$ cat config.mk
export PLATFORM = sky130hd
export DESIGN_NAME = button_event
export DESIGN_NICKNAME = d
export VERILOG_FILES = /design/src/rtl/button_event.sv
export SDC_FILE = /design/constraint.sdc
export NUM_CORES = 1
export LEC_CHECK = 0
export CAP_MARGIN = 0
export CORE_ASPECT_RATIO = 0.5
export CORE_MARGIN = 2
export CORE_UTILIZATION = 30
export DETAILED_ROUTE_END_ITERATION = 8
export MAX_ROUTING_LAYER = met4
export SKIP_LAST_GASP = 1
export SLEW_MARGIN = 30
export SYNTH_ARGS = -nofsm -noshare
export SYNTH_HDL_FRONTEND = slang
export SYNTH_SLANG_ARGS = --single-unit
$ cat constraint.sdc
create_clock -name clk -period 6.5 [get_ports clk]
set_input_delay 1.95 -clock clk [delete_from_list [all_inputs] [get_ports clk]]
set_output_delay 1.95 -clock clk [all_outputs]
set_load 0.005 [all_outputs]
$ cat src/rtl/button_event.sv
// Turns a clean, synchronous button level into one-cycle press/release/long-press/repeat
// events plus a wrapping step counter. The release pulse is named `released` (release is reserved).
module button_event #(
  parameter logic [23:0] LONG_CNT   = 24'd5_000_000,
  parameter logic [23:0] REPEAT_CNT = 24'd1_000_000
) (
  input  logic       clk,
  input  logic       rst,
  input  logic       btn_in,
  input  logic       repeat_en,
  output logic       press,
  output logic       released,
  output logic       long_press,
  output logic       rpt,
  output logic       step,
  output logic       held,
  output logic [7:0] step_count
);

  typedef enum logic [1:0] {IDLE, SHORT, LONG} state_t;

  localparam logic [23:0] LONG_LAST   = LONG_CNT - 24'd1;
  localparam logic [23:0] REPEAT_LAST = REPEAT_CNT - 24'd1;

  state_t      state;
  logic [23:0] cnt;
  logic        rise;
  logic        fall;

  assign rise = btn_in & ~held;
  assign fall = ~btn_in & held;

  always_ff @(posedge clk or posedge rst) begin
    if (rst) begin
      state      <= IDLE;
      cnt        <= '0;
      held       <= 1'b0;
      press      <= 1'b0;
      released   <= 1'b0;
      long_press <= 1'b0;
      rpt        <= 1'b0;
      step       <= 1'b0;
      step_count <= '0;
    end else begin
      held       <= btn_in;
      press      <= 1'b0;
      released   <= 1'b0;
      long_press <= 1'b0;
      rpt        <= 1'b0;
      step       <= 1'b0;
      case (state)
        IDLE: begin
          if (rise) begin
            press      <= 1'b1;
            step       <= 1'b1;
            step_count <= step_count + 8'd1;
            cnt        <= '0;
            state      <= SHORT;
          end
        end
        SHORT: begin
          // Release is tested first so it wins over a coincident terminal count.
          if (fall) begin
            released <= 1'b1;
            cnt      <= '0;
            state    <= IDLE;
          end else if (cnt == LONG_LAST) begin
            long_press <= 1'b1;
            cnt        <= '0;
            state      <= LONG;
          end else begin
            cnt <= cnt + 24'd1;
          end
        end
        LONG: begin
          if (fall) begin
            released <= 1'b1;
            cnt      <= '0;
            state    <= IDLE;
          end else if (!repeat_en) begin
            cnt <= '0;
          end else if (cnt == REPEAT_LAST) begin
            rpt        <= 1'b1;
            step       <= 1'b1;
            step_count <= step_count + 8'd1;
            cnt        <= '0;
          end else begin
            cnt <= cnt + 24'd1;
          end
        end
        default: begin
          cnt   <= '0;
          state <= IDLE;
        end
      endcase
    end
  end

endmodule

# Yosys cells after proc, flatten, opt, wreduce, memory -nomap -nowiden
# Index checks and enable logic that the tools add are counted.
# classes
addsub	2
n_eq_ne	10
n_mux	29
n_bitwise	4
n_reduce_logical	5
# ops
op	count
$mux 24	6
$pmux 24 s3	1
$mux 8	4
$add 24x1->24 const B	1
$eq 24x20->1 const B	1
$eq 24x23->1 const B	1
$pmux 8 s2	1
$mux 1	11
$ne 2x2->1 const B	5
$add 8x1->8 const B	1
$mux 2	4
$pmux 2 s3	1
$reduce_and 5->1	1
$ne 3x3->1 const B	1
$reduce_and 3->1	1
$and 1x1->1	2
$eq 2x1->1 const B	1
$eq 2x2->1 const B	1
$logic_not 2->1	1
$not 1->1	2
$pmux 1 s2	1
$reduce_bool 2->1	1
$reduce_or 2->1	1
# word_totals
reg_bits	40
inputBits	4
wordCells	59

# Logic depth before layout (Yosys ltp)
# logic_depth
depth_word	5
depth_mapped	8
depth_no_buf	7

# Worst setup path after synthesis
# Ideal clock, no wire load.
# synth_timing
path_kind	input to register
start	input port btn_in
end	register cnt[13]
arrival_ns	3.306
slack_ns	3.117
cell_stages	5
n_path_buf	0
path_cell_list	nand2b_1 > a2111oi_0 > nand3_1 > xor2_1 > a21oi_1
# synth_via
elab_chain_cells	4
# synth_rtl
element	line	rtl
start, declared	9	input logic btn_in,
$not 1->1	31	assign fall = ~btn_in & held;
$and 1x1->1	31	
$mux 24, on equally long branches	76, 63	
$pmux 24 s3	51	case (state)
end signal, assigned	72	cnt <= cnt + 24'd1;
end signal, assigned	88	cnt <= cnt + 24'd1;
end, declared	26	logic [23:0] cnt;
# Parallel ways exist; a longest one is shown, timed or not.
# A chain may end at the register's enable or synchronous reset.

# Final worst setup path
# layout_timing
start	input port btn_in
end	register cnt[14]
# The elaborated chain is that of the path after synthesis.

==> impl_table.tex <==
\begin{tabular}{lr}
\hline
Metric & Value \\
\hline
\multicolumn{2}{l}{\textbf{Worst setup path}} \\
\quad Critical Setup Path Class & in2reg \\
\quad Capturing element type of the critical path & flop \\
\quad Crit-path max FO & 7 \\
\quad Crit path launch type & input pin \\
\quad Arrival time worst endpoint & just under 4000 ps \\
\quad Setup slack of the worst register-to-register path & $\sim$3900 ps \\
\quad Crit path required time & between 6000 and 7000 ps \\
\multicolumn{2}{l}{\textbf{Logic synthesis}} \\
\quad Primary FF master, synth & dfrtp\_1 \\
\quad Fraction of the yosys area taken by sequential cells & 0.448 \\
\quad Share of synthesized registers carrying an async set or reset & 1.00 \\
\quad Ranking of synthesized cells by area & dfrtp\_1 (45\%), xor2\_1 (5.9\%), nand2\_1 (4.2\%) \\
\quad Number of flops mapped to enable cells by yosys & 0 \\
\quad Area fraction of the dominant cell type after synthesis & 0.448 \\
\quad Library cell with the largest summed area after synthesis & dfrtp\_1 \\
\quad Count of distinct cell types in the synthesized netlist & 42 \\
\quad Average cell area after synthesis & around 9.6 um2 \\
\quad Synthesized instance count & roughly 230 \\
\quad Mapped Nets & 243 \\
\quad Flip-flop and latch count after synthesis & 40 \\
\quad Yosys warning count & 0 \\
\quad Synthesized area & 2240 um2 \\
\multicolumn{2}{l}{\textbf{Clock network}} \\
\quad Number of hold-repair buffers added at the cts stage & 0 \\
\quad Clock insertion delay at the later pin of the skew report & 280 ps \\
\quad Number of buffers added by the clock tree synthesis step & 5 \\
\quad Clock Root Buffer & clkbuf\_16 \\
\quad CTS tree & done \\
\quad Worst-path clk slew & $\sim$60 ps \\
\quad Clk sink count & 40 \\
\quad Total of cells resized after clock tree synthesis & 0 \\
\quad CTS Buffer Depth & 2 \\
\quad H-Tree Depth & 2 \\
\quad Setup fix buffers added after clock tree synthesis & 0 \\
\multicolumn{2}{l}{\textbf{Finish}} \\
\quad Storage cell area & about 1000 um2 \\
\quad Total Nets Final & approximately 260 \\
\quad Final design utilization & 0.366 \\
\quad Top library cells by usage in the layout, fill and taps aside & dfrtp\_1 (40), nand2\_1 (25), clkdlybuf4s50\_1 (17) \\
\quad Area growth, synth to finish & 18.8\% \\
\quad Diodes inserted & 0 \\
\quad Area occupied by multi-input gates & 1160 um2 \\
\quad Most common library cell in the layout ignoring fill and taps & dfrtp\_1 \\
\quad Layout fillers & about 730 \\
\quad Ratio of cells with drive above 1 in the final layout & 0.0640 \\
\multicolumn{2}{l}{\textbf{STA}} \\
\quad Total negative slack for setup checks & 0 ps \\
\quad Setup repair after global routing missed its margin & false \\
\quad Total count of max-transition violations in the final report & 0 \\
\quad Post-layout min period & between 3000 and 4000 ps \\
\quad Finish-stage setup viols & 0 \\
\quad Final count of hold timing violations & 0 \\
\quad Max Clk Rate & $\sim$0.26 GHz \\
\quad Remaining max-slew budget at the tightest pin & 0.436 \\
\quad Clock skew & 6.94 ps \\
\quad Period Utilization, post-route & 0.581 \\
\quad Worst-Margin Slew & between 800 and 900 ps \\
\quad Worst hold slack across all endpoints & $\sim$460 ps \\
\multicolumn{2}{l}{\textbf{Detailed routing}} \\
\quad Wire per inst & approximately 15 um \\
\quad Count of vias placed by the detailed router & around 1800 \\
\quad DRC Markers & 0 \\
\quad Antenna Violating Nets Remaining & 0 \\
\quad WL final & between 5000 and 6000 um \\
\quad Detailed-routing iteration count for the pre-antenna-repair pass & 4 \\
\quad Number of DRC violations after detailed-routing iteration 0 & 126 \\
\quad Vias/cell & roughly 5.3 \\
\multicolumn{2}{l}{\textbf{Floorplanning}} \\
\quad Die area & slightly above 8000 um2 \\
\quad Horiz. Die Dim & about 130 um \\
\quad Placeable Area & around 7300 um2 \\
\quad Number of cell rows & 22 \\
\quad Initial Util & 0.308 \\
\quad Number of primary I/O pins & 18 \\
\quad Die Ht & approximately 65 um \\
\multicolumn{2}{l}{\textbf{Flow run}} \\
\quad Number of maximum-capacitance violations & 0 \\
\multicolumn{2}{l}{\textbf{Global routing}} \\
\quad Pin count of the biggest net entering global routing & approximately 40 \\
\quad Global route total overflow & 0 \\
\quad First-pass GRT wire length & around 8900 um \\
\quad Global-route usage over all layers & 0.137 \\
\quad Antenna violations before repair & 0 \\
\quad Number of global-route vias before repair & 1787 \\
\multicolumn{2}{l}{\textbf{Pwr}} \\
\quad Cell area power density & roughly 300 nW/um2 \\
\quad Worst-case vdd ir drop & roughly 0.12 mV \\
\quad Reported leakage power & roughly 1.1 nW \\
\quad Total chip power & 807 uW \\
\multicolumn{2}{l}{\textbf{Place}} \\
\quad Gp weighted congestion & approximately 0.87 \\
\quad Port Buf Inserts & 17 \\
\quad HPWL after detailed placement & around 3600 um \\
\multicolumn{2}{l}{\textbf{Run status}} \\
\quad Run status & finished, final reports clean \\
\multicolumn{2}{l}{\textbf{Min path}} \\
\quad Worst hold path class & reg2reg \\
\hline
\end{tabular}
## metrics by stage
| stage | cells | cell area [um2] | setup slack, ps |
|---|---|---|---|
| global route | 346 | 2660 | 2550 |
| floorplan | 234 | 2240 | 3120 |
| detailed placement | 338 | 2490 | 2270 |
| global placement | 338 | 2490 | 2460 |
| finish | 346 | 2660 | 2730 |
| CTS | 346 | 2650 | 2540 |
## synthesized netlist by cell type, types with 2 or more instances
cell type   n
clkbuf_1    6
o2111ai_1   5
nor3_1     10
nand4_1    13
o311ai_1    4
and2_1      6
o21ai_0     6
buf_2       2
nand2_1    25
nor2_1     11
a2111oi_0   2
o211ai_1    3
xor2_1     15
dfrtp_1    40
nand3_1    14
nor4b_1     2
mux2i_1     2
buf_4       2
or4b_1      2
nand2b_1    2
xnor2_1     6
nor3b_1     2
and4_1      2
a21oi_1    16
nor4_1      3
and3_1      7
ha_1        5
inv_1       7
## flip-flops by register name, indices dropped and copies added, names as in the netlist
name and cells:
cnt 24, held 1, long_press 1, press 1, released 1, rpt 1, state 2, step 1
step_count 8
## final timing paths
check,from,to,cells past startpoint
min,step_count[7],step_count[7],1
max in group asynchronous,rst,cnt[21],3
max reg2reg,cnt[6],cnt[6],5
max,btn_in,cnt[14],6
min reg2reg,step_count[7],step_count[7],1
min in group asynchronous,rst,cnt[16],3
## metal layers
| metal | up-vias | global-route usage | part of all wire |
|---|---|---|---|
| met5 | - | - | 0 |
| met4 | 0 | 0.0453 | 0.0077 |
| met3 | 4 | 0.0198 | 0.051 |
| met2 | 55 | 0.215 | 0.47 |
| met1 | 896 | 0.183 | 0.48 |
| li1 | 893 | - | - |
## worst max-delay path, cell delays in order
cell,delay (ps)
clkdlybuf4s50_1,500
nand2b_1,170
a2111oi_1,840
nand4_1,200
xor2_1,180
a21oi_1,130
## cell families after synthesis
family	Yosys count	synth area share
XOR/XNOR	21	0.0823
buffers and inverters	17	0.0330
AO/OA/AOI/OAI	44	0.138
flip-flops	40	0.448
multiplexers	3	0.0140
AND/OR/NAND/NOR	104	0.257
adder cells (fa/ha/maj)	5	0.0280
## cell type report
type / instances / area share
multi-input combinational: 177 / 0.438
sequential: 40 / 0.377
timing repair buffer: 18 / 0.0669
clock buffer: 5 / 0.0471
tap: 96 / 0.0452
clock inverter: 3 / 0.0160
inverter: 7 / 0.00989
## power breakdown
group | switching, mW | internal [mW]
Clock | 0.0976 | 0.180
Sequential | 0.0318 | 0.277
Combinational | 0.133 | 0.0865
Total | 0.263 | 0.544
Note: power is estimated with default switching activity, not from simulation.
